File: config.mk
export PLATFORM = sky130hd
export DESIGN_NAME = csr_trap_unit_flat
export DESIGN_NICKNAME = d
export VERILOG_FILES = /design/src/rtl/csr_pkg.sv /design/src/rtl/csr_trap_unit_if.sv /design/src/rtl/csr_counter64.sv /design/src/rtl/csr_trap_unit.sv /design/src/flat_wrapper.sv
export SDC_FILE = /design/constraint.sdc
export NUM_CORES = 1
export LEC_CHECK = 0
export ABC_AREA = 0
export CAP_MARGIN = 20
export CORE_UTILIZATION = 45
export DETAILED_ROUTE_END_ITERATION = 8
export HOLD_SLACK_MARGIN = 0.15
export PLACE_DENSITY = 0.77
export SLEW_MARGIN = 20
export SYNTH_ARGS = -nofsm -noshare
export SYNTH_HDL_FRONTEND = slang
export SYNTH_HIERARCHICAL = 1
export SYNTH_SLANG_ARGS = --single-unit
File: constraint.sdc
create_clock -name clk -period 2.29 [get_ports clk]
set_input_delay 0.3435 -clock clk [delete_from_list [all_inputs] [get_ports clk]]
set_output_delay 0.3435 -clock clk [all_outputs]
set_load 0.1 [all_outputs]
File: src/rtl/csr_pkg.sv
// Shared definitions for the rv32i machine-mode CSR file and trap controller:
// CSR addresses, csr_op encodings, mstatus bit positions, cause codes and FSM states.
package csr_pkg;

  localparam logic [11:0] CSR_MSTATUS   = 12'h300;
  localparam logic [11:0] CSR_MTVEC     = 12'h305;
  localparam logic [11:0] CSR_MSCRATCH  = 12'h340;
  localparam logic [11:0] CSR_MEPC      = 12'h341;
  localparam logic [11:0] CSR_MCAUSE    = 12'h342;
  localparam logic [11:0] CSR_MCYCLE    = 12'hB00;
  localparam logic [11:0] CSR_MINSTRET  = 12'hB02;
  localparam logic [11:0] CSR_MCYCLEH   = 12'hB80;
  localparam logic [11:0] CSR_MINSTRETH = 12'hB82;

  localparam int MSTATUS_MIE  = 3;
  localparam int MSTATUS_MPIE = 7;

  typedef enum logic [1:0] {
    CSR_NONE = 2'b00,
    CSR_RW   = 2'b01,
    CSR_RS   = 2'b10,
    CSR_RC   = 2'b11
  } csr_op_e;

  typedef enum logic [3:0] {
    CAUSE_ILLEGAL = 4'd2,
    CAUSE_EBREAK  = 4'd3,
    CAUSE_ECALL   = 4'd11
  } cause_e;

  typedef enum logic {
    ST_RUN   = 1'b0,
    ST_FLUSH = 1'b1
  } state_e;

  // Read-modify-write value for the three Zicsr access flavours.
  function automatic logic [31:0] csr_apply(csr_op_e op, logic [31:0] old, logic [31:0] src);
    case (op)
      CSR_RW:  return src;
      CSR_RS:  return old | src;
      CSR_RC:  return old & ~src;
      default: return old;
    endcase
  endfunction

endpackage

File: src/rtl/csr_trap_unit_if.sv
// Datapath <-> CSR/trap unit bundle: CSR access, exception/mret requests, PC redirect.
interface csr_trap_unit_if #(parameter int PC_W = 16);

  logic            csr_en;
  logic [1:0]      csr_op;
  logic            csr_imm;
  logic [11:0]     csr_addr;
  logic [4:0]      rs1_field;
  logic [31:0]     rs1_data;
  logic [31:0]     csr_rdata;
  logic            illegal_csr;
  logic            exc_valid;
  logic [3:0]      exc_cause;
  logic [PC_W-1:0] exc_pc;
  logic            mret;
  logic            instret;
  logic            redirect_valid;
  logic [PC_W-1:0] redirect_pc;

  modport master (
    output csr_en, csr_op, csr_imm, csr_addr, rs1_field, rs1_data,
    output exc_valid, exc_cause, exc_pc, mret, instret,
    input  csr_rdata, illegal_csr, redirect_valid, redirect_pc
  );

  modport slave (
    input  csr_en, csr_op, csr_imm, csr_addr, rs1_field, rs1_data,
    input  exc_valid, exc_cause, exc_pc, mret, instret,
    output csr_rdata, illegal_csr, redirect_valid, redirect_pc
  );

endinterface

File: src/rtl/csr_counter64.sv
// 64-bit free-running event counter with enable and a 32-bit lo/hi read port.
module csr_counter64 (
  input  logic        clk,
  input  logic        rst_n,
  input  logic        en,
  input  logic        sel_hi,
  output logic [31:0] rdata
);

  logic [63:0] count;

  always_ff @(posedge clk or negedge rst_n) begin
    if (!rst_n) begin
      count <= '0;
    end else if (en) begin
      count <= count + 64'd1;
    end
  end

  assign rdata = sel_hi ? count[63:32] : count[31:0];

endmodule

File: src/rtl/csr_trap_unit.sv
// Machine-mode CSR file and trap controller for the rv32i core.
// Define CSR_COUNTERS_EN to add read-only mcycle/minstret (0xB00/0xB80, 0xB02/0xB82).
module csr_trap_unit
  import csr_pkg::*;
#(
  parameter int              PC_W        = 16,
  parameter logic [PC_W-1:0] RESET_MTVEC = 16'h0100
) (
  input logic           clk,
  input logic           rst_n,
  csr_trap_unit_if.slave bus
);

  localparam logic [PC_W-1:0] ALIGN_MASK = {{(PC_W-2){1'b1}}, 2'b00};

  state_e          state;
  logic            redirect_valid_q;
  logic [PC_W-1:0] redirect_pc_q;
  logic [PC_W-1:0] mtvec;
  logic [PC_W-1:0] mepc;
  logic [31:0]     mscratch;
  logic [3:0]      mcause;
  logic            mie;
  logic            mpie;

  csr_op_e     op;
  logic        access;
  logic        impl;
  logic        read_only;
  logic        wants_write;
  logic        do_write;
  logic [31:0] rd_val;
  logic [31:0] src;
  logic [31:0] wr_val;

`ifdef CSR_COUNTERS_EN
  logic [31:0] cycle_rdata;
  logic [31:0] instret_rdata;

  // mcycle is read-only, so no CSR write can ever collide with its increment.
  csr_counter64 u_mcycle (
    .clk    (clk),
    .rst_n  (rst_n),
    .en     (1'b1),
    .sel_hi (bus.csr_addr[7]),
    .rdata  (cycle_rdata)
  );

  csr_counter64 u_minstret (
    .clk    (clk),
    .rst_n  (rst_n),
    .en     (bus.instret && (state == ST_RUN)),
    .sel_hi (bus.csr_addr[7]),
    .rdata  (instret_rdata)
  );
`else
  logic unused_instret;
  assign unused_instret = bus.instret;
`endif

  // NOTE: every variable assigned in always_comb gets a default first, otherwise a latch is inferred.
  always_comb begin
    rd_val    = '0;
    impl      = 1'b0;
    read_only = 1'b0;
    case (bus.csr_addr)
      CSR_MSTATUS: begin
        impl                 = 1'b1;
        rd_val[MSTATUS_MIE]  = mie;
        rd_val[MSTATUS_MPIE] = mpie;
      end
      CSR_MTVEC: begin
        impl   = 1'b1;
        rd_val = 32'(mtvec);
      end
      CSR_MSCRATCH: begin
        impl   = 1'b1;
        rd_val = mscratch;
      end
      CSR_MEPC: begin
        impl   = 1'b1;
        rd_val = 32'(mepc);
      end
      CSR_MCAUSE: begin
        impl   = 1'b1;
        rd_val = {28'd0, mcause};
      end
`ifdef CSR_COUNTERS_EN
      CSR_MCYCLE, CSR_MCYCLEH: begin
        impl      = 1'b1;
        read_only = 1'b1;
        rd_val    = cycle_rdata;
      end
      CSR_MINSTRET, CSR_MINSTRETH: begin
        impl      = 1'b1;
        read_only = 1'b1;
        rd_val    = instret_rdata;
      end
`endif
      default: ;
    endcase
  end

  // The instruction in flight during FLUSH is squashed, so its access is not seen.
  assign op          = csr_op_e'(bus.csr_op);
  assign access      = bus.csr_en && (op != CSR_NONE) && (state == ST_RUN);
  assign src         = bus.csr_imm ? {27'd0, bus.rs1_field} : bus.rs1_data;
  assign wants_write = (op == CSR_RW) || (bus.rs1_field != 5'd0);
  assign do_write    = access && impl && !read_only && wants_write;
  assign wr_val      = csr_apply(op, rd_val, src);

  assign bus.illegal_csr    = access && (!impl || (read_only && wants_write));
  assign bus.csr_rdata      = (access && impl) ? rd_val : 32'd0;
  assign bus.redirect_valid = redirect_valid_q;
  assign bus.redirect_pc    = redirect_pc_q;

  // NOTE: sequential state uses non-blocking assignments so every flop samples pre-edge values.
  always_ff @(posedge clk or negedge rst_n) begin
    if (!rst_n) begin
      state            <= ST_RUN;
      redirect_valid_q <= 1'b0;
      redirect_pc_q    <= '0;
      mtvec            <= RESET_MTVEC;
      mepc             <= '0;
      mscratch         <= '0;
      mcause           <= '0;
      mie              <= 1'b0;
      mpie             <= 1'b0;
    end else if (state == ST_FLUSH) begin
      state            <= ST_RUN;
      redirect_valid_q <= 1'b0;
    end else if (bus.exc_valid) begin
      mepc             <= bus.exc_pc & ALIGN_MASK;
      mcause           <= bus.exc_cause;
      mpie             <= mie;
      mie              <= 1'b0;
      redirect_pc_q    <= mtvec;
      redirect_valid_q <= 1'b1;
      state            <= ST_FLUSH;
    end else if (bus.mret) begin
      mie              <= mpie;
      mpie             <= 1'b1;
      redirect_pc_q    <= mepc;
      redirect_valid_q <= 1'b1;
      state            <= ST_FLUSH;
    end else if (do_write) begin
      case (bus.csr_addr)
        CSR_MSTATUS: begin
          mie  <= wr_val[MSTATUS_MIE];
          mpie <= wr_val[MSTATUS_MPIE];
        end
        CSR_MTVEC:    mtvec    <= wr_val[PC_W-1:0] & ALIGN_MASK;
        CSR_MSCRATCH: mscratch <= wr_val;
        CSR_MEPC:     mepc     <= wr_val[PC_W-1:0] & ALIGN_MASK;
        CSR_MCAUSE:   mcause   <= wr_val[3:0];
        default: ;
      endcase
    end
  end

endmodule

File: src/flat_wrapper.sv
// flat-port wrapper written by rule: the top's interface ports become plain ports
module csr_trap_unit_flat import csr_pkg::*;
#(
  parameter int              PC_W        = 16,
  parameter logic [PC_W-1:0] RESET_MTVEC = 16'h0100
)
  (clk, rst_n, bus_csr_en, bus_csr_op, bus_csr_imm, bus_csr_addr, bus_rs1_field, bus_rs1_data, bus_exc_valid, bus_exc_cause, bus_exc_pc, bus_mret, bus_instret, bus_csr_rdata, bus_illegal_csr, bus_redirect_valid, bus_redirect_pc);
  csr_trap_unit_if #(.PC_W(PC_W)) bus_i ();
  input logic clk;
  input logic rst_n;
  input wire logic [$bits(bus_i.csr_en)-1:0] bus_csr_en;
  input wire logic [$bits(bus_i.csr_op)-1:0] bus_csr_op;
  input wire logic [$bits(bus_i.csr_imm)-1:0] bus_csr_imm;
  input wire logic [$bits(bus_i.csr_addr)-1:0] bus_csr_addr;
  input wire logic [$bits(bus_i.rs1_field)-1:0] bus_rs1_field;
  input wire logic [$bits(bus_i.rs1_data)-1:0] bus_rs1_data;
  input wire logic [$bits(bus_i.exc_valid)-1:0] bus_exc_valid;
  input wire logic [$bits(bus_i.exc_cause)-1:0] bus_exc_cause;
  input wire logic [$bits(bus_i.exc_pc)-1:0] bus_exc_pc;
  input wire logic [$bits(bus_i.mret)-1:0] bus_mret;
  input wire logic [$bits(bus_i.instret)-1:0] bus_instret;
  output wire logic [$bits(bus_i.csr_rdata)-1:0] bus_csr_rdata;
  output wire logic [$bits(bus_i.illegal_csr)-1:0] bus_illegal_csr;
  output wire logic [$bits(bus_i.redirect_valid)-1:0] bus_redirect_valid;
  output wire logic [$bits(bus_i.redirect_pc)-1:0] bus_redirect_pc;
  assign bus_i.csr_en = bus_csr_en;
  assign bus_i.csr_op = bus_csr_op;
  assign bus_i.csr_imm = bus_csr_imm;
  assign bus_i.csr_addr = bus_csr_addr;
  assign bus_i.rs1_field = bus_rs1_field;
  assign bus_i.rs1_data = bus_rs1_data;
  assign bus_i.exc_valid = bus_exc_valid;
  assign bus_i.exc_cause = bus_exc_cause;
  assign bus_i.exc_pc = bus_exc_pc;
  assign bus_i.mret = bus_mret;
  assign bus_i.instret = bus_instret;
  assign bus_csr_rdata = bus_i.csr_rdata;
  assign bus_illegal_csr = bus_i.illegal_csr;
  assign bus_redirect_valid = bus_i.redirect_valid;
  assign bus_redirect_pc = bus_i.redirect_pc;
  csr_trap_unit #(.PC_W(PC_W), .RESET_MTVEC(RESET_MTVEC)) u_core (.clk(clk), .rst_n(rst_n), .bus(bus_i));
endmodule
== After elaboration in Yosys (flattened, before gate mapping) ==
Cells that the tools add are included.

* Output and inout port bits: 50
* Logic and storage cells: 80
* Bits in registers: 86
* Input port bits: 78

* Multiplexer cells: 33
* Reductions and logical operators: 23
* Equality and inequality tests: 9
* Bitwise operators: 6

{| class="wikitable"
|+ Operator list
! operator !! count
|-
| 16-bit two-way mux || 6
|-
| 32-bit one-hot mux with 3 select lines || 1
|-
| 24-bit one-hot mux with 3 select lines || 1
|-
| 32-bit two-way mux || 2
|-
| 12-bit by 10-bit == test with 1-bit output, second input constant || 5
|-
| 32-bit AND || 1
|-
| 32-bit NOT || 1
|-
| 32-bit OR || 1
|-
| 4-bit two-way mux || 4
|-
| 1-bit two-way mux || 15
|-
| 3-bit one-hot mux with 4 select lines || 1
|-
| 5-bit AND reduction || 2
|-
| 2-bit nonzero test || 5
|-
| 3-bit one-hot mux with 3 select lines || 1
|-
| 3-bit nonzero test || 3
|-
| 4-bit AND reduction || 2
|-
| 1-bit logical AND || 5
|-
| 1-bit one-hot mux with 5 select lines || 1
|-
| 5-bit nonzero test || 1
|-
| 5-bit OR reduction || 1
|-
| 2-bit == test, second input constant || 2
|-
| 1-bit one-hot mux with 4 select lines || 1
|-
| 1-bit NOT || 3
|-
| 3-bit AND reduction || 1
|-
| 5 further kinds || 5
|}

== Depth between registers and ports, before layout ==
Gate-level depths: netlist of the first run.

* Depth after elaboration: 8
* Gate-level depth with buffers: 8
* Gate-level depth less buffers: 6

== Least setup slack after synthesis of the first run ==
No wires, ideal clock.

* Kind: input to output
* Start point: in bus_csr_addr[3]
* End point: out bus_csr_rdata[0]
* Data required time: 1.947 ns
* Buffers on the path: 1
* Stages: 4
* Data arrival time: 4.002 ns
* Slack: -2.056 ns
* Cells stage by stage: nor4_2 nand2_1 clkbuf_1 nor4_1

* Cells in the longest elaborated chain, start to end: 5
* Elaborated cells on any way between the ends: 10
* Classes of those cells: eq/ne: 5; mux: 3; reduce/logical: 2

{| class="wikitable"
|+ RTL lines
! element !! RTL line !! source
|-
| from (decl) || flat_wrapper.sv:14 || <nowiki>input wire logic [$bits(bus_i.csr_addr)-1:0] bus_csr_addr;</nowiki>
|-
| 12-bit by 10-bit == test with 1-bit output || csr_trap_unit.sv:66 || <nowiki>case (bus.csr_addr)</nowiki>
|-
| 5-bit OR reduction (no line) || n/a ||
|-
| 1-bit two-way mux || csr_trap_unit.sv:66 ||
|-
| 1-bit logical AND || csr_trap_unit.sv:113 || <nowiki>assign bus.csr_rdata = (access && impl) ? rd_val : 32'd0;</nowiki>
|-
| 32-bit two-way mux * || csr_trap_unit.sv:113 ||
|-
| to (decl) || flat_wrapper.sv:22 || <nowiki>output wire logic [$bits(bus_i.csr_rdata)-1:0] bus_csr_rdata;</nowiki>
|}

Mark *: on every way between the ends. The rest lies on a longest branch, timed or not.

== Final worst setup path of the first run ==
* Start point: reg u_core.state
* End point: out bus_csr_rdata[6]

* Cells in the longest elaborated chain, start to end: 4

{| class="wikitable"
|+ RTL lines
! element !! RTL line !! source
|-
| from (decl) || csr_trap_unit.sv:16 || <nowiki>state_e state;</nowiki>
|-
| from (signal assigned) || csr_trap_unit.sv:120 || <nowiki>state <= ST_RUN;</nowiki>
|-
| from (signal assigned) || csr_trap_unit.sv:130 || <nowiki>state <= ST_RUN;</nowiki>
|-
| from (signal assigned) || csr_trap_unit.sv:139 || <nowiki>state <= ST_FLUSH;</nowiki>
|-
| 1-bit NOT (no line) || n/a ||
|-
| 1-bit logical AND || csr_trap_unit.sv:106 || <nowiki>assign access = bus.csr_en && (op != CSR_NONE) && (state == ST_RUN);</nowiki>
|-
| 1-bit logical AND || csr_trap_unit.sv:113 ||
|-
| 32-bit two-way mux || csr_trap_unit.sv:113 ||
|}

Every way passes these cells.

==> impl_metrics.prom, run 1 <==
# TYPE chip_impl_metric gauge
chip_impl_metric{name="finalClockSkew",unit="ns"} 0.01006
chip_impl_info{name="cts_tree",value="yes"} 1
chip_impl_metric{name="syn_area_per_cell",unit="sq um"} 9.531
chip_impl_metric{name="portBuffers",unit=""} 122
chip_impl_metric{name="start_util",unit="%"} 46.19
chip_impl_metric{name="grt.total_usage",unit="%"} 28.12
chip_impl_metric{name="global_route_wire_length_before_repair",unit="microns"} 24810
chip_impl_metric{name="power_density",unit="nW/um^2"} 506.2
chip_impl_info{name="netlist_top_cells_area",value="dfrtp_1, xnor2_1, a21oi_1"} 1
chip_impl_metric{name="wirelength",unit="microns"} 15540
chip_impl_metric{name="first_iter_violations",unit=""} 348
chip_impl_metric{name="finalSetupViolCount",unit=""} 0
chip_impl_metric{name="max-cap-violations",unit=""} 0
chip_impl_metric{name="netlist_instances",unit=""} 523
chip_impl_metric{name="grt-ovfl-total",unit=""} 0
chip_impl_metric{name="postSynthRegisterBits",unit=""} 82
chip_impl_metric{name="flow.area_growth_from_synthesis",unit="%"} 53.09
chip_impl_metric{name="drt.antenna.violating_nets",unit=""} 0
chip_impl_metric{name="num_rows",unit=""} 38
chip_impl_metric{name="synth_edf_count",unit=""} 0
chip_impl_metric{name="io_pins",unit=""} 128
chip_impl_metric{name="grt_antenna_before_repair",unit=""} 0
chip_impl_info{name="setup_repair_after_global_routing_missed_its_margin",value="yes"} 1
chip_impl_metric{name="finish.utilization",unit="%"} 70.70
chip_impl_metric{name="final_net_count",unit=""} 774
chip_impl_metric{name="largest_net_degree_at_the_start_of_global_routing",unit=""} 46
chip_impl_metric{name="wp_data_arrival",unit="ns"} 1.92
chip_impl_metric{name="detailedPlacementHpwl",unit="microns"} 10870
chip_impl_metric{name="hold_viol_final",unit=""} 0
chip_impl_info{name="worstSetupPathType",value="flip-flop to output pin"} 1
chip_impl_metric{name="globalRouteMet3Util",unit="%"} 5.993
chip_impl_info{name="synth_top_area_cell",value="dfrtp_1"} 1
chip_impl_info{name="timing.critical_path.from_type",value="flip-flop"} 1
chip_impl_metric{name="detail_route.wl_per_cell",unit="microns"} 18.48
chip_impl_metric{name="num_antenna_cells",unit=""} 0
chip_impl_metric{name="dr.pass1.iters",unit=""} 6
chip_impl_metric{name="die-height",unit="microns"} 107.3
chip_impl_metric{name="cts_h_tree_depth",unit=""} 3
chip_impl_metric{name="max-clock-path-buffers",unit=""} 2
chip_impl_metric{name="clkSlewWorstSetupHoldPaths",unit="ns"} 0.09
chip_impl_metric{name="max_slew_vio_count",unit=""} 0
chip_impl_info{name="critical_path.endpoint_type",value="output pin"} 1
chip_impl_metric{name="critical_path_peak_fanout",unit=""} 5
chip_impl_metric{name="tritoncts.num_buffers",unit=""} 9
chip_impl_metric{name="drc",unit=""} 0
chip_impl_info{name="holdCritPathClass",value="flip-flop to flip-flop"} 1
chip_impl_metric{name="clock_sink_count",unit=""} 82
chip_impl_metric{name="min_clock_period_post_route",unit="ns"} 2.260
chip_impl_info{name="synth_ff_type",value="dfrtp_1"} 1
chip_impl_metric{name="yosysWarningCount",unit=""} 6
chip_impl_metric{name="worstPathRequired",unit="ns"} 1.95
chip_impl_metric{name="die_x",unit="microns"} 107.3
chip_impl_metric{name="synth_cell_type_count",unit=""} 58
chip_impl_metric{name="worstMarginPinSlew",unit="ns"} 0.6257
chip_impl_metric{name="synth_top_area_share",unit="%"} 40.66
chip_impl_metric{name="clk_latency",unit="ns"} 0.36
chip_impl_info{name="outcome",value="complete, no violations"} 1
chip_impl_metric{name="layout-drive-gt1-share",unit="%"} 36.09
chip_impl_metric{name="layout.filler_cells",unit=""} 755
chip_impl_info{name="clock_tree.root_cell",value="clkbuf_8"} 1
chip_impl_metric{name="worst_hold_slack",unit="ns"} 0.4881
chip_impl_metric{name="highest_achievable_clock_rate",unit="MHz"} 442.4
chip_impl_metric{name="grt_use_met1",unit="%"} 36.94
chip_impl_metric{name="fin_crit_share",unit="%"} 98.70
chip_impl_metric{name="power_leakage",unit="uW"} 0.003312
chip_impl_metric{name="grt_util_met2",unit="%"} 46.73
chip_impl_info{name="global_route.peak_usage_layer",value="met2"} 1
chip_impl_metric{name="vias",unit=""} 4775
chip_impl_metric{name="dieArea",unit="sq um"} 11500
chip_impl_metric{name="relSlewSlack",unit="%"} 58.29
chip_impl_metric{name="totalPowerFinal",unit="uW"} 3863
chip_impl_metric{name="synth-seq-area-share",unit="%"} 41.19
chip_impl_metric{name="gp_congestion",unit=""} 0.8575
chip_impl_metric{name="per_cell_via_count_in_the_routed_design",unit=""} 5.678
chip_impl_metric{name="async_flop_share",unit="%"} 100.0
chip_impl_metric{name="maximum_resistive_drop_on_vdd",unit="mV"} 0.4368
chip_impl_metric{name="synthesis.area",unit="sq um"} 4985
chip_impl_metric{name="core-area",unit="sq um"} 10790
chip_impl_metric{name="first_global_vias",unit=""} 4922
## report_power, final
part           switching (uW)  total (uW)  internal [uW]
clock network             539        1020            482
registers                78.0        1640           1560
logic                     755        1200            450
total                    1370        3860           2490
## area by class of cell
class,instances,area [sq um],share of cell area (%)
flip-flops and latches,82,2053,26.91
repair buffers,200,2178,28.55
clock inverters,4,23.77,0.3115
clock buffers,12,165.2,2.164
multi-input cells,396,3009,39.43
well taps,140,175.2,2.295
inverters,7,26.28,0.3443
## state kept, by name, indices dropped and copies added (netlist names)
register	count
u_core/state	1
u_core/mcause	4
u_core/mie	1
u_core/mscratch	32
u_core/bus.redirect_pc	14
u_core/mpie	1
u_core/mepc	14
u_core/bus.redirect_valid	1
u_core/mtvec	14
## timing repair
item                                    CTS  global route
buffers inserted                         11             5
gates resized for setup                  60            28
endpoints found under the setup margin   60            45
pin swaps                                20            18
endpoints found under the hold margin    43             0
hold buffers                              1             0
gates cloned                              2             1
## worst max-delay path, stage by stage (launching register included)
cell and delay (ns):
dfrtp_1 0.41, inv_2 0.10, nand3_4 0.09, buf_12 0.14
buf_8 0.11, nor2_4 0.12, nand2_4 0.10, clkbuf_16 0.19
nor2_4 0.10, buf_12 0.18
## synthesized netlist by cell type, types with 4 or more instances
| cell type | n |
|---|---|
| a21oi_1 | 53 |
| o21ai_0 | 21 |
| clkbuf_1 | 24 |
| a22oi_1 | 20 |
| and2_1 | 17 |
| o21ai_2 | 4 |
| and3_1 | 11 |
| buf_6 | 5 |
| nand2_1 | 41 |
| dfrtp_1 | 81 |
| xnor2_1 | 32 |
| a211oi_1 | 4 |
| o211ai_1 | 4 |
| o21a_1 | 5 |
| mux2_2 | 21 |
| mux2_4 | 4 |
| nor2b_1 | 31 |
| a221o_1 | 10 |
| mux2i_1 | 24 |
| nor4_1 | 4 |
| inv_1 | 7 |
| nor2_1 | 37 |
| nor3_1 | 7 |
| buf_4 | 5 |
| o32ai_1 | 4 |
## layer usage
metal / part of all wire [%] / vias to the layer above / routed length (microns)
met5: 0 / - / 0
met4: 1.7 / 0 / 265
met3: 7.7 / 25 / 1199
met2: 49 / 245 / 7635
met1: 41 / 2305 / 6443
li1: - / 2200 / -
## layout by cell type, fill, tap and decap left out, types with 5 or more instances in the layout
cell,synthesis,routed
dfrtp_1,81,81
buf_4,5,78
clkdlybuf4s50_1,0,58
a21oi_1,53,41
nand2_1,41,39
buf_12,0,38
xnor2_1,32,32
nor2b_1,31,29
nor2_1,37,24
mux2i_1,24,24
mux2_2,21,21
a22oi_1,20,20
o21ai_0,21,20
and2_4,0,16
clkbuf_8,0,12
nor2_4,0,12
a21oi_2,0,12
and3_1,11,10
a221o_1,10,10
buf_6,5,6
clkbuf_2,0,6
inv_1,7,6
nor4_4,1,5
nor3_1,7,5
o21a_1,5,5
## per-stage QoR
stage | std cells | setup TNS [ns] | instance area, sq um | setup WS, ns
floorplan | 524 | -2.033 | 5191 | -0.1414
global route | 841 | -0.1562 | 7631 | -0.02534
finish | 841 | 0 | 7631 | 0.02985
detailed placement | 806 | -32.69 | 7113 | -0.5632
global placement | 804 | -41.82 | 7087 | -0.7645
CTS | 836 | -0.8930 | 7540 | -0.08104
## logic make-up (layout without fill, tap and decap cells)
logic type	count (synthesis)	count (layout)	synth area share [%]
xor gates and xnor gates	32	32	5.623
buffers and inverters	46	223	4.894
other	1	2	0.07523
muxes	49	49	10.77
and+or+nand+nor	176	176	19.75
DFF	82	82	41.19
AOI/OAI and AO/OA	137	137	17.70
## path summary, 6_finish.rpt
check	from	to	slack, ns	cells after the start
setup / recovery	u_core/state	bus_csr_rdata[6]	0.03	9
hold / removal	u_core/mscratch[2]	u_core/mscratch[2]	0.49	2
setup reg to reg	u_core/state	u_core/mepc[8]	0.07	7
hold reg to reg	u_core/mscratch[2]	u_core/mscratch[2]	0.49	2
max in group asynchronous	rst_n	u_core/mscratch[14]	1.10	3
min in group asynchronous	rst_n	u_core/bus.redirect_pc[4]	0.53	2
Note: power is estimated with default switching activity, not from simulation.
==> run 2, diff against run 1 <==
Settings changed: PLACE_DENSITY 0.77 to 0.82.
==> run 2 against run 1 <==
Largest power group unchanged; critical endpoint is now bus_csr_rdata[5]; wire length increased by 7.0%; register-to-register slack got worse by 0.08 ns; flip-flop and latch count unchanged; the run now ends with setup timing left.
==> impl_metrics.prom, run 2 (same netlist as run 1, synthesis figures left out) <==
# TYPE chip_impl_metric gauge
chip_impl_metric{name="timing.final.ws_setup",unit="ns"} -0.05784
chip_impl_metric{name="core-area",unit="sq um"} 10790
chip_impl_metric{name="detail_route.wl_per_cell",unit="microns"} 19.62
chip_impl_info{name="holdCritPathClass",value="flip-flop to flip-flop"} 1
chip_impl_metric{name="largest_net_degree_at_the_start_of_global_routing",unit=""} 83
chip_impl_info{name="min-delay-start",value="u_core/bus.redirect_pc[9]"} 1
chip_impl_metric{name="timing.reg2reg.setup_slack",unit="ns"} -0.01
chip_impl_info{name="top_register",value="u_core/mscratch"} 1
chip_impl_metric{name="clock_sink_count",unit=""} 82
chip_impl_metric{name="whs_path_depth",unit=""} 2
chip_impl_info{name="layout.cells.most_common",value="buf_4"} 1
chip_impl_metric{name="max_slew_vio_count",unit=""} 0
chip_impl_metric{name="num_rows",unit=""} 38
chip_impl_metric{name="worst_hold_slack",unit="ns"} 0.4845
chip_impl_info{name="critPathMostFrequentCell",value="buf_12"} 1
chip_impl_metric{name="portBuffers",unit=""} 122
chip_impl_info{name="timing.critical_path.from_type",value="flip-flop"} 1
chip_impl_metric{name="relSlewSlack",unit="%"} 41.40
chip_impl_metric{name="grt-ovfl-total",unit=""} 0
chip_impl_metric{name="maximum_resistive_drop_on_vdd",unit="mV"} 0.4242
chip_impl_metric{name="wirelength",unit="microns"} 16640
chip_impl_metric{name="tritoncts.num_buffers",unit=""} 9
chip_impl_metric{name="min_clock_period_post_route",unit="ns"} 2.348
chip_impl_metric{name="critical_path_peak_fanout",unit=""} 6
chip_impl_info{name="setup_repair_after_global_routing_missed_its_margin",value="yes"} 1
chip_impl_metric{name="die-height",unit="microns"} 107.3
chip_impl_info{name="failing_checks",value="setup timing"} 1
chip_impl_metric{name="dp_worst_setup_slack",unit="ns"} -0.7914
chip_impl_metric{name="die_x",unit="microns"} 107.3
chip_impl_metric{name="start_util",unit="%"} 46.19
chip_impl_metric{name="power_leakage",unit="uW"} 0.003406
chip_impl_metric{name="final-instance-count-excl-fill",unit=""} 848
chip_impl_info{name="final_cell_mix",value="buf_4, dfrtp_1, clkdlybuf4s50_1"} 1
chip_impl_metric{name="cp_num_buf_inv",unit=""} 5
chip_impl_metric{name="drc",unit=""} 0
chip_impl_info{name="cts_tree",value="yes"} 1
chip_impl_metric{name="max-clock-path-buffers",unit=""} 2
chip_impl_metric{name="finish.utilization",unit="%"} 73.48
chip_impl_metric{name="vias",unit=""} 4833
chip_impl_metric{name="final_net_count",unit=""} 781
chip_impl_metric{name="max-cap-violations",unit=""} 0
chip_impl_info{name="critical_path.endpoint_type",value="output pin"} 1
chip_impl_info{name="critical_path.top_delay_family",value="buffers and inverters"} 1
chip_impl_metric{name="grt.total_usage",unit="%"} 29.46
chip_impl_metric{name="drt.antenna.violating_nets",unit=""} 0
chip_impl_metric{name="num_antenna_cells",unit=""} 0
chip_impl_metric{name="worstMarginPinSlew",unit="ns"} 0.8737
chip_impl_metric{name="dr.pass1.iters",unit=""} 5
chip_impl_info{name="r2r-start",value="u_core/state"} 1
chip_impl_metric{name="first_iter_violations",unit=""} 360
chip_impl_metric{name="grt_antenna_before_repair",unit=""} 0
chip_impl_metric{name="fin_crit_share",unit="%"} 102.5
chip_impl_metric{name="worstPathRequired",unit="ns"} 1.95
chip_impl_info{name="worstSetupPathType",value="flip-flop to output pin"} 1
chip_impl_metric{name="wp_data_arrival",unit="ns"} 2.00
chip_impl_metric{name="first_global_vias",unit=""} 5105
chip_impl_metric{name="clk_latency",unit="ns"} 0.37
chip_impl_metric{name="post-place-cells",unit=""} 808
chip_impl_metric{name="io_pins",unit=""} 128
chip_impl_info{name="cp_cell_sequence",value="inv_2 -> nand3_4 -> buf_6 -> buf_12 -> nor2_4 -> nand2_4 -> buf_12 -> nor2_4 -> buf_12"} 1
chip_impl_info{name="clock_tree.root_cell",value="clkbuf_8"} 1
chip_impl_metric{name="power_density",unit="nW/um^2"} 503.5
chip_impl_metric{name="gp_congestion",unit=""} 0.8864
chip_impl_metric{name="finalClockSkew",unit="ns"} 0.008771
chip_impl_metric{name="global_route_wire_length_before_repair",unit="microns"} 25870
chip_impl_metric{name="hold_viol_final",unit=""} 0
chip_impl_info{name="outcome",value="finished with violations"} 1
chip_impl_metric{name="highest_achievable_clock_rate",unit="MHz"} 425.9
chip_impl_metric{name="largest_register_ffs",unit=""} 32
chip_impl_metric{name="reg2regPathDepth",unit=""} 7
chip_impl_metric{name="per_cell_via_count_in_the_routed_design",unit=""} 5.699
chip_impl_metric{name="cp_peak_stage_delay",unit="ns"} 0.45
chip_impl_metric{name="clkSlewWorstSetupHoldPaths",unit="ns"} 0.09
chip_impl_metric{name="detailedPlacementHpwl",unit="microns"} 11040
chip_impl_metric{name="finalSetupTns",unit="ns"} -0.9030
chip_impl_metric{name="cts_h_tree_depth",unit=""} 3
chip_impl_info{name="worst_path_max_delay_cell",value="dfrtp_1"} 1
chip_impl_metric{name="layout-drive-gt1-share",unit="%"} 37.99
chip_impl_metric{name="dieArea",unit="sq um"} 11500
chip_impl_metric{name="finalSetupViolCount",unit=""} 32
chip_impl_metric{name="flow.area_growth_from_synthesis",unit="%"} 59.09
chip_impl_info{name="reg2reg_to",value="u_core/mepc[10]"} 1
chip_impl_info{name="hold-path-endpoint",value="u_core/bus.redirect_pc[9]"} 1
run 2: per-layer routing:
| layer | vias up | share of wire [%] | global-route usage [%] | wire length [microns] |
|---|---|---|---|---|
| met4 | 0 | 2.8 | 13.50 | 461 |
| met1 | 2384 | 40 | 36.06 | 6591 |
| met5 | - | 0 | 0.9524 | 0 |
| met2 | 207 | 52 | 49.82 | 8604 |
| li1 | 2203 | - | - | - |
| met3 | 39 | 5.9 | 5.993 | 980 |
run 2: report_power, final:
group | internal [uW] | leakage, uW | total, uW | switching, uW
registers | 1560 | 0.00107 | 1650 | 86.1
clock network | 513 | 0.0000966 | 1100 | 587
logic | 468 | 0.00224 | 1250 | 779
total | 2540 | 0.00341 | 3990 | 1450
run 2: worst register-to-register path: cells and delay by family (launching register included):
kind,cells,cell delay [ns]
compound gates,2,0.65
simple gates,2,0.59
buf+inv,3,0.49
flops,1,0.45
run 2: stage by stage:
step | power, uW | area [sq um]
after floorplan | 2408 | 5191
after global placement | 2808 | 7129
after detailed placement | 2839 | 7129
after CTS | 3962 | 7777
after global routing | 4136 | 7930
final | 3993 | 7930
run 2: worst max-delay path by stage:
stage                    startpoint            endpoint  slack, ns  depth (start not counted)
finish                 u_core/state    bus_csr_rdata[5]      -0.06                          9
global route        bus_csr_addr[3]    bus_csr_rdata[5]      -0.12                         10
CTS                    u_core/state   bus_csr_rdata[18]      -0.16                          9
detailed placement  bus_csr_addr[3]  u_core/mscratch[9]      -0.79                          6
global placement    bus_csr_addr[3]  u_core/mscratch[9]      -0.67                          6
floorplan           bus_csr_addr[0]    bus_csr_rdata[0]      -0.14                          4
run 2: layout make-up:
type                    count  area, sq um
fillers                   729         2863
repair buffers            206         2298
flip-flops and latches     82         2053
multi-input cells         397         3177
inverters                   7        26.28
well taps                 140        175.2
clock buffers               9        123.9
clock inverters             7        76.32
run 2: timing repair:
| action | 4_1_cts | 5_1_grt |
|---|---|---|
| hold buffers | 1 | 0 |
| setup endpoints to repair | 89 | 57 |
| resized for setup | 76 | 37 |
| pin swaps | 27 | 23 |
| buffers inserted | 18 | 4 |
| gates cloned | 4 | 0 |
| hold endpoints to repair | 81 | 0 |
==> run 3, diff against run 2 <==
Settings changed: CORE_UTILIZATION 45 to 37, PLACE_DENSITY 0.82 to 0.71.
==> run 3 against run 2 <==
The run still ends with setup timing left; setup slack gained 0.037 ns; utilization shrank 13 points; maximum frequency grew 1.6%; via count grew 0.12%; global-route usage shrank 5.2 points; wire length shrank 1.2%; total power grew 9.1%; non-clock buffer count shrank 1; largest power group unchanged.
==> impl_metrics.prom, run 3 (same netlist as run 1, synthesis figures left out) <==
# TYPE chip_impl_metric gauge
chip_impl_metric{name="reg2regPathDepth",unit=""} 6
chip_impl_metric{name="min_clock_period_post_route",unit="ns"} 2.311
chip_impl_metric{name="dieArea",unit="sq um"} 13940
chip_impl_metric{name="finalSetupTns",unit="ns"} -0.04039
chip_impl_metric{name="power_leakage",unit="uW"} 0.003430
chip_impl_metric{name="global_route_wire_length_before_repair",unit="microns"} 26750
chip_impl_info{name="cts_tree",value="yes"} 1
chip_impl_metric{name="final_net_count",unit=""} 780
chip_impl_metric{name="power_density",unit="nW/um^2"} 547.8
chip_impl_metric{name="detail_route.wl_per_cell",unit="microns"} 18.62
chip_impl_info{name="hold-path-endpoint",value="u_core/mscratch[2]"} 1
chip_impl_metric{name="io_pins",unit=""} 128
chip_impl_metric{name="layout-drive-gt1-share",unit="%"} 36.92
chip_impl_metric{name="timing.final.ws_setup",unit="ns"} -0.02058
chip_impl_metric{name="finalClockSkew",unit="ns"} 0.01128
chip_impl_metric{name="die_x",unit="microns"} 118.1
chip_impl_metric{name="worst_hold_slack",unit="ns"} 0.4810
chip_impl_info{name="worstSetupPathType",value="input port to flip-flop"} 1
chip_impl_metric{name="clkSlewWorstSetupHoldPaths",unit="ns"} 0.07
chip_impl_metric{name="max_slew_vio_count",unit=""} 0
chip_impl_info{name="cp_cell_sequence",value="clkdlybuf4s50_1 -> or4_4 -> nor3_4 -> or2_4 -> buf_6 -> nor3_1 -> o21ai_1 -> mux2_4"} 1
chip_impl_metric{name="wp_data_arrival",unit="ns"} 2.53
chip_impl_info{name="timing.critical_path.from_type",value="input port"} 1
chip_impl_metric{name="whs_path_depth",unit=""} 2
chip_impl_metric{name="worstPathRequired",unit="ns"} 2.51
chip_impl_info{name="min-delay-start",value="u_core/mscratch[2]"} 1
chip_impl_metric{name="fin_crit_share",unit="%"} 100.9
chip_impl_metric{name="dpl-instance-area",unit="sq um"} 7167
chip_impl_metric{name="drc",unit=""} 0
chip_impl_metric{name="worstMarginPinSlew",unit="ns"} 0.6727
chip_impl_info{name="reg2reg_to",value="u_core/mepc[13]"} 1
chip_impl_metric{name="timing.reg2reg.setup_slack",unit="ns"} 0.08
chip_impl_metric{name="maximum_resistive_drop_on_vdd",unit="mV"} 0.4016
chip_impl_info{name="layout.cells.most_common",value="dfrtp_1"} 1
chip_impl_metric{name="core-area",unit="sq um"} 13190
chip_impl_info{name="r2r-start",value="u_core/state"} 1
chip_impl_metric{name="finalSetupViolCount",unit=""} 2
chip_impl_info{name="outcome",value="finished with violations"} 1
chip_impl_metric{name="post-place-cells",unit=""} 843
chip_impl_metric{name="finish.utilization",unit="%"} 60.27
chip_impl_info{name="holdCritPathClass",value="flip-flop to flip-flop"} 1
chip_impl_info{name="critical_path.endpoint_type",value="flip-flop"} 1
chip_impl_metric{name="wirelength",unit="microns"} 16440
chip_impl_info{name="failing_checks",value="setup timing"} 1
chip_impl_metric{name="drt.antenna.violating_nets",unit=""} 0
chip_impl_metric{name="start_util",unit="%"} 37.79
chip_impl_metric{name="clock_sink_count",unit=""} 82
chip_impl_metric{name="num_antenna_cells",unit=""} 0
chip_impl_info{name="critical_path.top_delay_family",value="simple AND/OR/NAND/NOR gates"} 1
chip_impl_metric{name="first_global_vias",unit=""} 5167
chip_impl_metric{name="cp_peak_stage_delay",unit="ns"} 0.57
chip_impl_info{name="top_register",value="u_core/mscratch"} 1
chip_impl_metric{name="grt-ovfl-total",unit=""} 0
chip_impl_metric{name="hold_viol_final",unit=""} 0
chip_impl_metric{name="die-height",unit="microns"} 118.1
chip_impl_info{name="final_cell_mix",value="dfrtp_1, buf_4, clkdlybuf4s50_1"} 1
chip_impl_metric{name="portBuffers",unit=""} 122
chip_impl_info{name="setup_repair_after_global_routing_missed_its_margin",value="yes"} 1
chip_impl_metric{name="first_iter_violations",unit=""} 507
chip_impl_metric{name="critical_path_peak_fanout",unit=""} 3
chip_impl_metric{name="final-instance-count-excl-fill",unit=""} 883
chip_impl_metric{name="dr.pass1.iters",unit=""} 5
chip_impl_metric{name="cts_h_tree_depth",unit=""} 3
chip_impl_metric{name="gp_congestion",unit=""} 0.9075
chip_impl_info{name="worst_path_max_delay_cell",value="or4_4"} 1
chip_impl_info{name="clock_tree.root_cell",value="clkbuf_16"} 1
chip_impl_metric{name="clk_latency",unit="ns"} 0.34
chip_impl_metric{name="detailedPlacementHpwl",unit="microns"} 11150
chip_impl_metric{name="grt_antenna_before_repair",unit=""} 0
chip_impl_metric{name="per_cell_via_count_in_the_routed_design",unit=""} 5.480
chip_impl_metric{name="grt.total_usage",unit="%"} 24.30
chip_impl_metric{name="largest_net_degree_at_the_start_of_global_routing",unit=""} 44
chip_impl_metric{name="highest_achievable_clock_rate",unit="MHz"} 432.8
chip_impl_metric{name="largest_register_ffs",unit=""} 32
chip_impl_metric{name="finish.instance_area",unit="sq um"} 7950
chip_impl_metric{name="max-cap-violations",unit=""} 0
chip_impl_metric{name="flow.area_growth_from_synthesis",unit="%"} 59.49
chip_impl_metric{name="cp_num_buf_inv",unit=""} 2
chip_impl_metric{name="vias",unit=""} 4839
chip_impl_metric{name="relSlewSlack",unit="%"} 54.88
chip_impl_metric{name="num_rows",unit=""} 42
chip_impl_metric{name="max-clock-path-buffers",unit=""} 2
chip_impl_metric{name="tritoncts.num_buffers",unit=""} 9
[run 3: cell types whose count changed in the layout (fill, tap and decap cells not counted), sizes merged]
cell and change:
dlygate4sd2 -5, clkbuf +3, clkdlybuf4s15 +2, clkdlybuf4s50 -1
[run 3: layout make-up]
cell class	count	area, sq um
well taps	176	220.2
clock buffers	9	225.2
inverters	7	26.28
flip-flops and latches	82	2053
repair buffers	205	2245
fillers	1039	5240
multi-input cells	397	3098
clock inverters	7	82.58
[run 3: worst max-delay path by stage]
| stage | cells past startpoint | end | from | slack [ns] |
|---|---|---|---|---|
| after global placement | 5 | u_core/mscratch[10] | bus_csr_addr[6] | -0.74 |
| after CTS | 7 | bus_csr_rdata[17] | bus_csr_addr[0] | -0.02 |
| after detailed placement | 5 | u_core/mscratch[10] | bus_csr_addr[6] | -0.80 |
| after global routing | 8 | u_core/mie | bus_rs1_field[2] | -0.04 |
| final | 8 | u_core/mpie | bus_rs1_field[4] | -0.02 |
| after floorplan | 4 | bus_csr_rdata[0] | bus_csr_addr[0] | -0.14 |
[run 3: metrics by stage]
stage	setup slack [ns]	power, uW
2_1_floorplan	-0.1414	2408
3_3_place_gp	-0.7397	2802
3_5_place_dp	-0.8035	2829
4_1_cts	-0.01588	4354
5_1_grt	-0.04370	4516
6_report	-0.02058	4355
[run 3: metal layers]
layer	wire length (microns)	track usage [%]	up-vias
li1	-	-	2218
met1	6921	31.75	2339
met2	7942	38.79	236
met3	1135	5.233	46
met4	441	10.26	0
met5	0	0	-
[run 3: repair_timing]
item / in CTS / in global routing
hold buffers: 1 / 0
buffers inserted: 18 / 2
gates cloned: 4 / 1
pin swaps: 21 / 17
endpoints found under the hold margin: 38 / 0
gates resized for setup: 74 / 39
endpoints found under the setup margin: 89 / 48
[run 3: worst register-to-register path: cells and delay by family (launching register included)]
| kind | cells | cell delay, ns |
|---|---|---|
| compound gates | 2 | 0.74 |
| simple gates | 2 | 0.67 |
| flops | 1 | 0.40 |
| buf+inv | 2 | 0.26 |
[run 3: report_power, final]
part           internal (uW)  leakage (uW)  switching [uW]
Combinational            448       0.00221             759
Sequential              1560       0.00107            82.3
Clock                    862      0.000145             642
